## src/rtl/branch_predictor.sv

```systemverilog
// branch_predictor -- IF-stage branch target buffer with per-entry saturating
// direction counters.
//
// The table is direct-mapped. It is indexed by pc[IDX_BITS+1:2] and tagged
// with the next TAG_BITS bits of the PC. A lookup is purely combinational. A
// training write lands at the rising edge, so a lookup in the same cycle still
// sees the old entry.
//
// Optional feature: define BRANCH_PREDICTOR_STATS_EN to build the 32-bit
// lookup and mispredict counters. When it is undefined, both counter outputs
// are tied to zero.
//
// Ports:
//   clk_i, rst_i          clock, asynchronous active-high reset
//   pc_i                  fetch PC to look up
//   hit_o                 valid entry with a matching tag
//   pred_taken_o          predicted taken
//   pred_target_o         predicted next PC (stored target, or pc_i + 4)
//   upd_valid_i           strobe for a resolved branch or jump
//   upd_pc_i              PC of the resolved instruction
//   upd_taken_i           actual outcome
//   upd_target_i          actual taken target
//   upd_is_jump_i         unconditional jump (jal/jalr)
//   upd_mispredict_i      the resolver flagged a misprediction (statistics only)
//   flush_i               synchronous invalidate of all entries; wins over an update
//   lookup_cnt_o          lookups counted
//   mispredict_cnt_o      mispredictions counted
module branch_predictor #(
    parameter int ENTRIES  = 16,
    parameter int XLEN     = 32,
    parameter int TAG_BITS = 8,
    parameter int CTR_BITS = 2
) (
    input  logic            clk_i,
    input  logic            rst_i,
    input  logic [XLEN-1:0] pc_i,
    output logic            hit_o,
    output logic            pred_taken_o,
    output logic [XLEN-1:0] pred_target_o,
    input  logic            upd_valid_i,
    input  logic [XLEN-1:0] upd_pc_i,
    input  logic            upd_taken_i,
    input  logic [XLEN-1:0] upd_target_i,
    input  logic            upd_is_jump_i,
    input  logic            upd_mispredict_i,
    input  logic            flush_i,
    output logic [31:0]     lookup_cnt_o,
    output logic [31:0]     mispredict_cnt_o
);
    localparam int IDX_BITS = $clog2(ENTRIES);
    localparam logic [CTR_BITS-1:0] CTR_MAX  = '1;
    // Weakly taken: the MSB is set and every other bit is clear.
    localparam logic [CTR_BITS-1:0] CTR_WEAK = CTR_BITS'(1) << (CTR_BITS - 1);

    logic [ENTRIES-1:0]  valid;
    logic [ENTRIES-1:0]  is_jump;
    logic [TAG_BITS-1:0] tag    [ENTRIES];
    logic [XLEN-1:0]     target [ENTRIES];
    logic [CTR_BITS-1:0] ctr    [ENTRIES];

    // Lookup path
    logic [IDX_BITS-1:0] lk_idx;
    logic [TAG_BITS-1:0] lk_tag;

    assign lk_idx        = pc_i[IDX_BITS+1:2];
    assign lk_tag        = pc_i[IDX_BITS+TAG_BITS+1:IDX_BITS+2];
    assign hit_o         = valid[lk_idx] && (tag[lk_idx] == lk_tag);
    assign pred_taken_o  = hit_o && (is_jump[lk_idx] || ctr[lk_idx][CTR_BITS-1]);
    assign pred_target_o = pred_taken_o ? target[lk_idx] : pc_i + XLEN'(4);

    // Update path
    logic [IDX_BITS-1:0] u_idx;
    logic [TAG_BITS-1:0] u_tag;
    logic                u_hit;

    assign u_idx = upd_pc_i[IDX_BITS+1:2];
    assign u_tag = upd_pc_i[IDX_BITS+TAG_BITS+1:IDX_BITS+2];
    assign u_hit = valid[u_idx] && (tag[u_idx] == u_tag);

    always_ff @(posedge clk_i or posedge rst_i) begin
        if (rst_i) begin
            valid   <= '0;
            is_jump <= '0;
            for (int i = 0; i < ENTRIES; i++) begin
                tag[i]    <= '0;
                target[i] <= '0;
                ctr[i]    <= '0;
            end
        end else if (flush_i) begin
            // Only the valid bits are cleared. Counters and targets stay as
            // they are, and a simultaneous update is dropped.
            valid <= '0;
        end else if (upd_valid_i) begin
            if (u_hit) begin
                if (upd_is_jump_i) begin
                    ctr[u_idx]     <= CTR_MAX;
                    target[u_idx]  <= upd_target_i;
                    is_jump[u_idx] <= 1'b1;
                end else if (upd_taken_i) begin
                    if (ctr[u_idx] != CTR_MAX) ctr[u_idx] <= ctr[u_idx] + 1'b1;
                    target[u_idx] <= upd_target_i;
                end else begin
                    // A conditional update on an entry already marked as a
                    // jump moves the counter but keeps is_jump set.
                    if (ctr[u_idx] != '0) ctr[u_idx] <= ctr[u_idx] - 1'b1;
                end
            end else if (upd_taken_i) begin
                // Allocate on a taken miss and evict whatever was at the index.
                valid[u_idx]   <= 1'b1;
                tag[u_idx]     <= u_tag;
                target[u_idx]  <= upd_target_i;
                is_jump[u_idx] <= upd_is_jump_i;
                ctr[u_idx]     <= upd_is_jump_i ? CTR_MAX : CTR_WEAK;
            end
        end
    end

    // Only some PC bits form the index and tag, and the mispredict flag is
    // used only by the statistics build.
    logic unused_ok;
    assign unused_ok = ^{upd_pc_i, upd_mispredict_i};

`ifdef BRANCH_PREDICTOR_STATS_EN
    logic [31:0] lookup_cnt;
    logic [31:0] mispredict_cnt;

    // Both counters wrap naturally, and flush_i does not clear them.
    always_ff @(posedge clk_i or posedge rst_i) begin
        if (rst_i) begin
            lookup_cnt     <= '0;
            mispredict_cnt <= '0;
        end else begin
            lookup_cnt <= lookup_cnt + 32'd1;
            if (upd_valid_i && upd_mispredict_i)
                mispredict_cnt <= mispredict_cnt + 32'd1;
        end
    end

    assign lookup_cnt_o     = lookup_cnt;
    assign mispredict_cnt_o = mispredict_cnt;
`else
    assign lookup_cnt_o     = '0;
    assign mispredict_cnt_o = '0;
`endif

endmodule

```

## config.mk

```make
export PLATFORM = sky130hd
export DESIGN_NAME = branch_predictor
export DESIGN_NICKNAME = d
export VERILOG_FILES = /design/src/rtl/branch_predictor.sv
export SDC_FILE = /design/constraint.sdc
export NUM_CORES = 2
export LEC_CHECK = 0
export ABC_AREA = 1
export BUFFER_PORTS_ARGS = -buffer_cell sky130_fd_sc_hd__buf_2
export CAP_MARGIN = 20
export CORE_MARGIN = 1
export CORE_UTILIZATION = 63
export CTS_CLUSTER_DIAMETER = 120
export DETAILED_ROUTE_END_ITERATION = 12
export PLACE_DENSITY = 0.82
export SLEW_MARGIN = 20
export SYNTH_ARGS = -nofsm -noshare
export SYNTH_HDL_FRONTEND = slang
export SYNTH_SLANG_ARGS = --single-unit
```

## constraint.sdc

```tcl
create_clock -name clk_i -period 31 [get_ports clk_i]
set_input_delay 4.65 -clock clk_i [delete_from_list [all_inputs] [get_ports clk_i]]
set_output_delay 4.65 -clock clk_i [all_outputs]
set_load 0.02 [all_outputs]
```

* Word-level counts from Yosys, hierarchy flattened
Index checks and enable logic that the tools add are counted.
** Storage, ports and cells
- Output and inout port bits :: 98
- Logic and storage cells :: 141
- Register bits :: 704
- Input bits :: 103
** Operators by class
- Order comparisons :: 6
- Equality and inequality tests :: 6
- Mux-type cells :: 53
- Bitwise operators :: 7
- Reductions and logical operators :: 16
- Add/subtract/negate cells :: 3
** Operators with widths (count)
- $mux 512 :: 3
- $bwmux 512 :: 1
- $mux 32 :: 10
- $bmux 32 s4 :: 1
- $bwmux 128 :: 1
- $demux 32 s4 :: 1
- $mux 16 :: 7
- $bwmux 32 :: 3
- $bmux 8 s4 :: 2
- $mux 8 :: 5
- $add 32x3->32 const B :: 1
- $demux 8 s4 :: 1
- $or 16x16->16 :: 2
- $or 32x32->32 :: 1
- $bmux 2 s4 :: 2
- $bwmux 16 :: 1
- $eq 8x8->1 :: 2
- $bmux 1 s4 :: 3
- $ge 5x5->1 const B :: 2
- $lt 4x5->1 const B :: 2
- $mux 2 :: 5
- $not 4->5 :: 2
- $demux 2 s4 :: 1
- $reduce_and 4->1 :: 2
- other kinds (16) :: 30

* Depth between registers and ports, before layout
- Word-level depth :: 10
- Depth in mapped cells :: 23
- Gate-level depth less buffers :: 19

* Least setup slack after synthesis
Ideal clock, no wire load.
- Kind :: input to output
- From :: input port pc_i[2]
- To :: output port pred_target_o[24]
- Data required time :: 26350 ps
- Data arrival time :: 7037 ps
- Stages :: 11
- Path slack :: 19313 ps
- Path buffers :: 6
- Cell sequence :: inv_1 clkbuf_1 buf_2 buf_2 buf_2 clkbuf_1 a31oi_1 a32oi_1 nand3_1 clkbuf_1 o21ai_0
** On the way
- Longest elaborated chain between the ends :: 8
- Elaborated cells between the ends (all ways) :: 20
- Classes of those cells :: 1 x add/sub; 1 x eq/ne; 14 x mux; 1 x bitwise; 3 x reduce/logical
** RTL lines
- start: declaration :: line 36 : input logic [XLEN-1:0] pc_i,
- $not 4->5 (not written as such) :: line 67, 68, 69
- $bmux 8 s4 :: line 67 : assign hit_o = valid[lk_idx] && (tag[lk_idx] == lk_tag);
- $mux 8 (not written as such) (2 in series) :: line 67
- $eq 8x8->1 :: line 67
- $logic_and 1x1->1 :: line 67
- $logic_and 1x1->1 :: line 68 : assign pred_taken_o = hit_o && (is_jump[lk_idx] || ctr[lk_idx][CTR_BITS-1]);
- $mux 32 * :: line 69 : assign pred_target_o = pred_taken_o ? target[lk_idx] : pc_i + XLEN'(4);
- end: declaration :: line 39 : output logic [XLEN-1:0] pred_target_o,
Every way passes the cells marked *; elsewhere a longest branch is shown, timed or not. The select of a mux whose other input is x is not followed.

* Worst setup path in the final report
- From :: input port pc_i[3]
- To :: output port pred_target_o[6]
Same word-level chain as after synthesis.

==> flow_summary.ini <==
[min_path]
worst_hold_path_type = flip-flop to flip-flop
min_path_cells = 2
hold_start = tag[120]
hold_path_end = tag[120]

[timing]
fmax_ghz = 0.06876
setup_viol = 0
post-route-period-util_pct = 46.91
period_minus_slack_ns = 14.54
max_slew_margin_pct = 15.69
finClkSkew_ns = 0.01297
setup_tns_ns = 0
timing.final.ws_setup_ns = 16.46
hold_violations = 0
slew_violations = 0
rsz0062_at_grt = no
tightest_slew_ns = 1.265

[synth]
syn-cell-area_sq_mm = 0.04078
ys_seq_area_share_pct = 43.20
ys_warn_count = 0
ys_types = 44
synthCells = 5841
synth_edf_count = 0
syn_avg_cell_area_sq_um = 6.981
synthArstFlopShare_pct = 100.0
synth_seq_cells = 704
ys.flop_type = dfrtp_1

[place]
port_buffers = 115
place_congestion = 0.9338
placed_area_sq_mm = 0.04086
hpwl_mm = 72.88
post-place-cells = 6372
place_ws_ns = 16.77

[cells_and_area]
multi_input_area_sq_mm = 0.02044
fin_cells = 6514
area_growth_pct = 6.803
final_area_sq_mm = 0.04355
drive_gt1_share_pct = 5.985
fillers = 5382
nets = 5712
utilization_pct = 68.54
seq_area_sq_mm = 0.01762

[floorplan]
rows = 92
dieArea_sq_mm = 0.06574
core_sq_mm = 0.06354
die_y_microns = 256.4
io_pins = 201
start_util_pct = 64.17
die_w_microns = 256.4

[clock_tree]
root_buffer = clkbuf_16
cts_buffers = 77
cts_buffer_depth = 3
cts.clk_slew.worst_paths_ns = 0.06
hold_buffers = 0
htreeDepth = 3
postCtsSetupRepairBufs = 0
cts_tree = yes
cts.repair.resized = 0
cts_sinks = 704
clock_latency_ns = 0.63

[setup_path]
end_kind = output port
r2r_start = tag[95]
reg2reg_depth = 14
cp.required_ns = 26.35
worstPathArrival_ns = 9.89
crit_type = input pin to output port
critPathMaxFanout = 67
r2r_end = target[334]
r2r_slack_ns = 25.83
cp-start-kind = input pin

[global_route]
grt_pass1_vias = 36890
grt_overflow = 0
antenna_found_initial = 10
track_usage_pct = 39.03
grt_first_pass_wirelength_mm = 203.8
grt_max_degree = 317

[route]
drc_errors = 0
routed_wl_mm = 130.8
avgRoutedWirePerCell_microns = 20.08
drt_iter0_drc = 5968
vias_per_cell = 6.289
ant_nets = 0
dr.pass1.iters = 8
vias = 40970

[power]
power.density_mw_per_mm2 = 64.00
p_leak_nw = 19.06
ir_drop_mv = 0.04718

[status]
status = finished, final reports clean

[flow_run]
maxCapViolations = 0
per-stage QoR:
stage / hold WS [ns] / total power, mW
floorplan: 0.4530 / 1.659
finish: 0.4797 / 2.787
global route: 0.5051 / 2.922
CTS: 0.4877 / 2.774
detailed placement: 0.4733 / 1.812
global placement: 0.4677 / 1.772
registers in the layout (all words and copies together), names as in the netlist:
signal / count
target: 512
valid: 16
tag: 128
ctr: 32
is_jump: 16
area by class of cell:
| cell class | count | area share, % |
|---|---|---|
| multi-input combinational | 4473 | 46.93 |
| timing repair buffer | 168 | 2.471 |
| tap | 846 | 2.431 |
| inverter | 182 | 1.609 |
| clock buffer | 116 | 5.456 |
| sequential | 704 | 40.45 |
| clock inverter | 21 | 0.6235 |
| antenna | 4 | 0.02298 |
power by group:
group          switching, mW  internal [mW]
clock network          0.391          0.578
registers              0.151           1.12
logic                  0.346          0.202
total                  0.888           1.90
worst max-delay path by stage:
stage | slack, ns | to | from | depth (start not counted)
after global placement | 16.80 | pred_target_o[6] | pc_i[3] | 14
final | 16.46 | pred_target_o[6] | pc_i[3] | 14
after detailed placement | 16.77 | pred_target_o[6] | pc_i[3] | 14
after global routing | 16.23 | pred_target_o[6] | pc_i[3] | 16
after CTS | 16.78 | pred_target_o[6] | pc_i[3] | 14
after floorplan | 6.61 | ctr[0] | rst_i | 1
placed cells by master (no fill, tap or decap), types with 23 or more instances in the layout:
cell and count:
clkbuf_8 26, dfrtp_1 704, nand4_1 33, a21oi_1 47, nor2_1 428, inv_1 173, o221ai_1 64, o21ai_1 274
conb_1 64, buf_2 113, o21ai_0 1351, o22ai_1 75, clkbuf_16 79, nand3_1 152, a221oi_1 23, nand2_1 1817
buf_4 46
cells in the mapped netlist (2+ instances only):
cell | number | area share [%]
a22oi_1 | 13 | 0.24
nor2_1 | 447 | 4.1
inv_1 | 178 | 1.6
o21ai_1 | 274 | 3.4
buf_6 | 4 | 0.11
nand2_2 | 6 | 0.092
clkbuf_1 | 341 | 3.1
nand3_1 | 153 | 1.9
nor2_2 | 2 | 0.031
xor2_1 | 16 | 0.34
and3_1 | 8 | 0.12
ha_1 | 3 | 0.092
nand2_1 | 1817 | 17
a221oi_1 | 23 | 0.49
buf_1 | 46 | 0.42
nand3_2 | 2 | 0.049
buf_4 | 66 | 1.2
or2_2 | 2 | 0.031
o211ai_1 | 19 | 0.35
o22ai_1 | 75 | 1.2
a31oi_1 | 3 | 0.046
o31ai_1 | 14 | 0.26
o221ai_1 | 64 | 1.4
nor2_4 | 3 | 0.083
nor4_1 | 4 | 0.061
nand4_1 | 33 | 0.51
o21ai_0 | 1351 | 17
a21oi_1 | 48 | 0.59
clkbuf_2 | 10 | 0.12
o211a_1 | 2 | 0.049
inv_2 | 3 | 0.028
dfrtp_1 | 704 | 43
mux2i_1 | 8 | 0.20
buf_2 | 78 | 0.96
xnor2_1 | 5 | 0.11
nor3_1 | 8 | 0.098
logic make-up (layout without fill, tap and decap cells):
| kind of cell | Yosys count | count (layout) | share of synthesized area, % |
|---|---|---|---|
| AND/OR/NAND/NOR | 2487 | 2487 | 23.83 |
| AO/OA/AOI/OAI | 1890 | 1890 | 24.58 |
| buffers and inverters | 727 | 487 | 7.644 |
| flip-flops | 704 | 704 | 43.20 |
| XOR/XNOR | 21 | 21 | 0.4511 |
| multiplexers | 8 | 8 | 0.1964 |
| adder cells (fa/ha/maj) | 3 | 3 | 0.09207 |
| other | 1 | 68 | 0.009197 |
layer usage:
layer | track usage [%] | vias up | part of all wire, %
met2 | 60.41 | 2415 | 45
met5 | 0 | - | 0.054
met4 | 21.13 | 10 | 5.3
li1 | - | 18900 | -
met1 | 51.98 | 19210 | 38
met3 | 7.493 | 429 | 11
worst max-delay path: stages:
cell and delay, ns:
buf_6 0.50, buf_4 0.69, buf_4 0.80, o21ai_0 0.20, o211ai_1 0.21, o211ai_1 0.16
nand3_1 0.15, nand2_1 0.08, nor2_1 0.11, nand2_1 0.05, nor2_1 0.18, nand3_2 0.78
o21ai_0 0.99, buf_2 0.29
No activity file was read; power rests on OpenSTA's default activity.
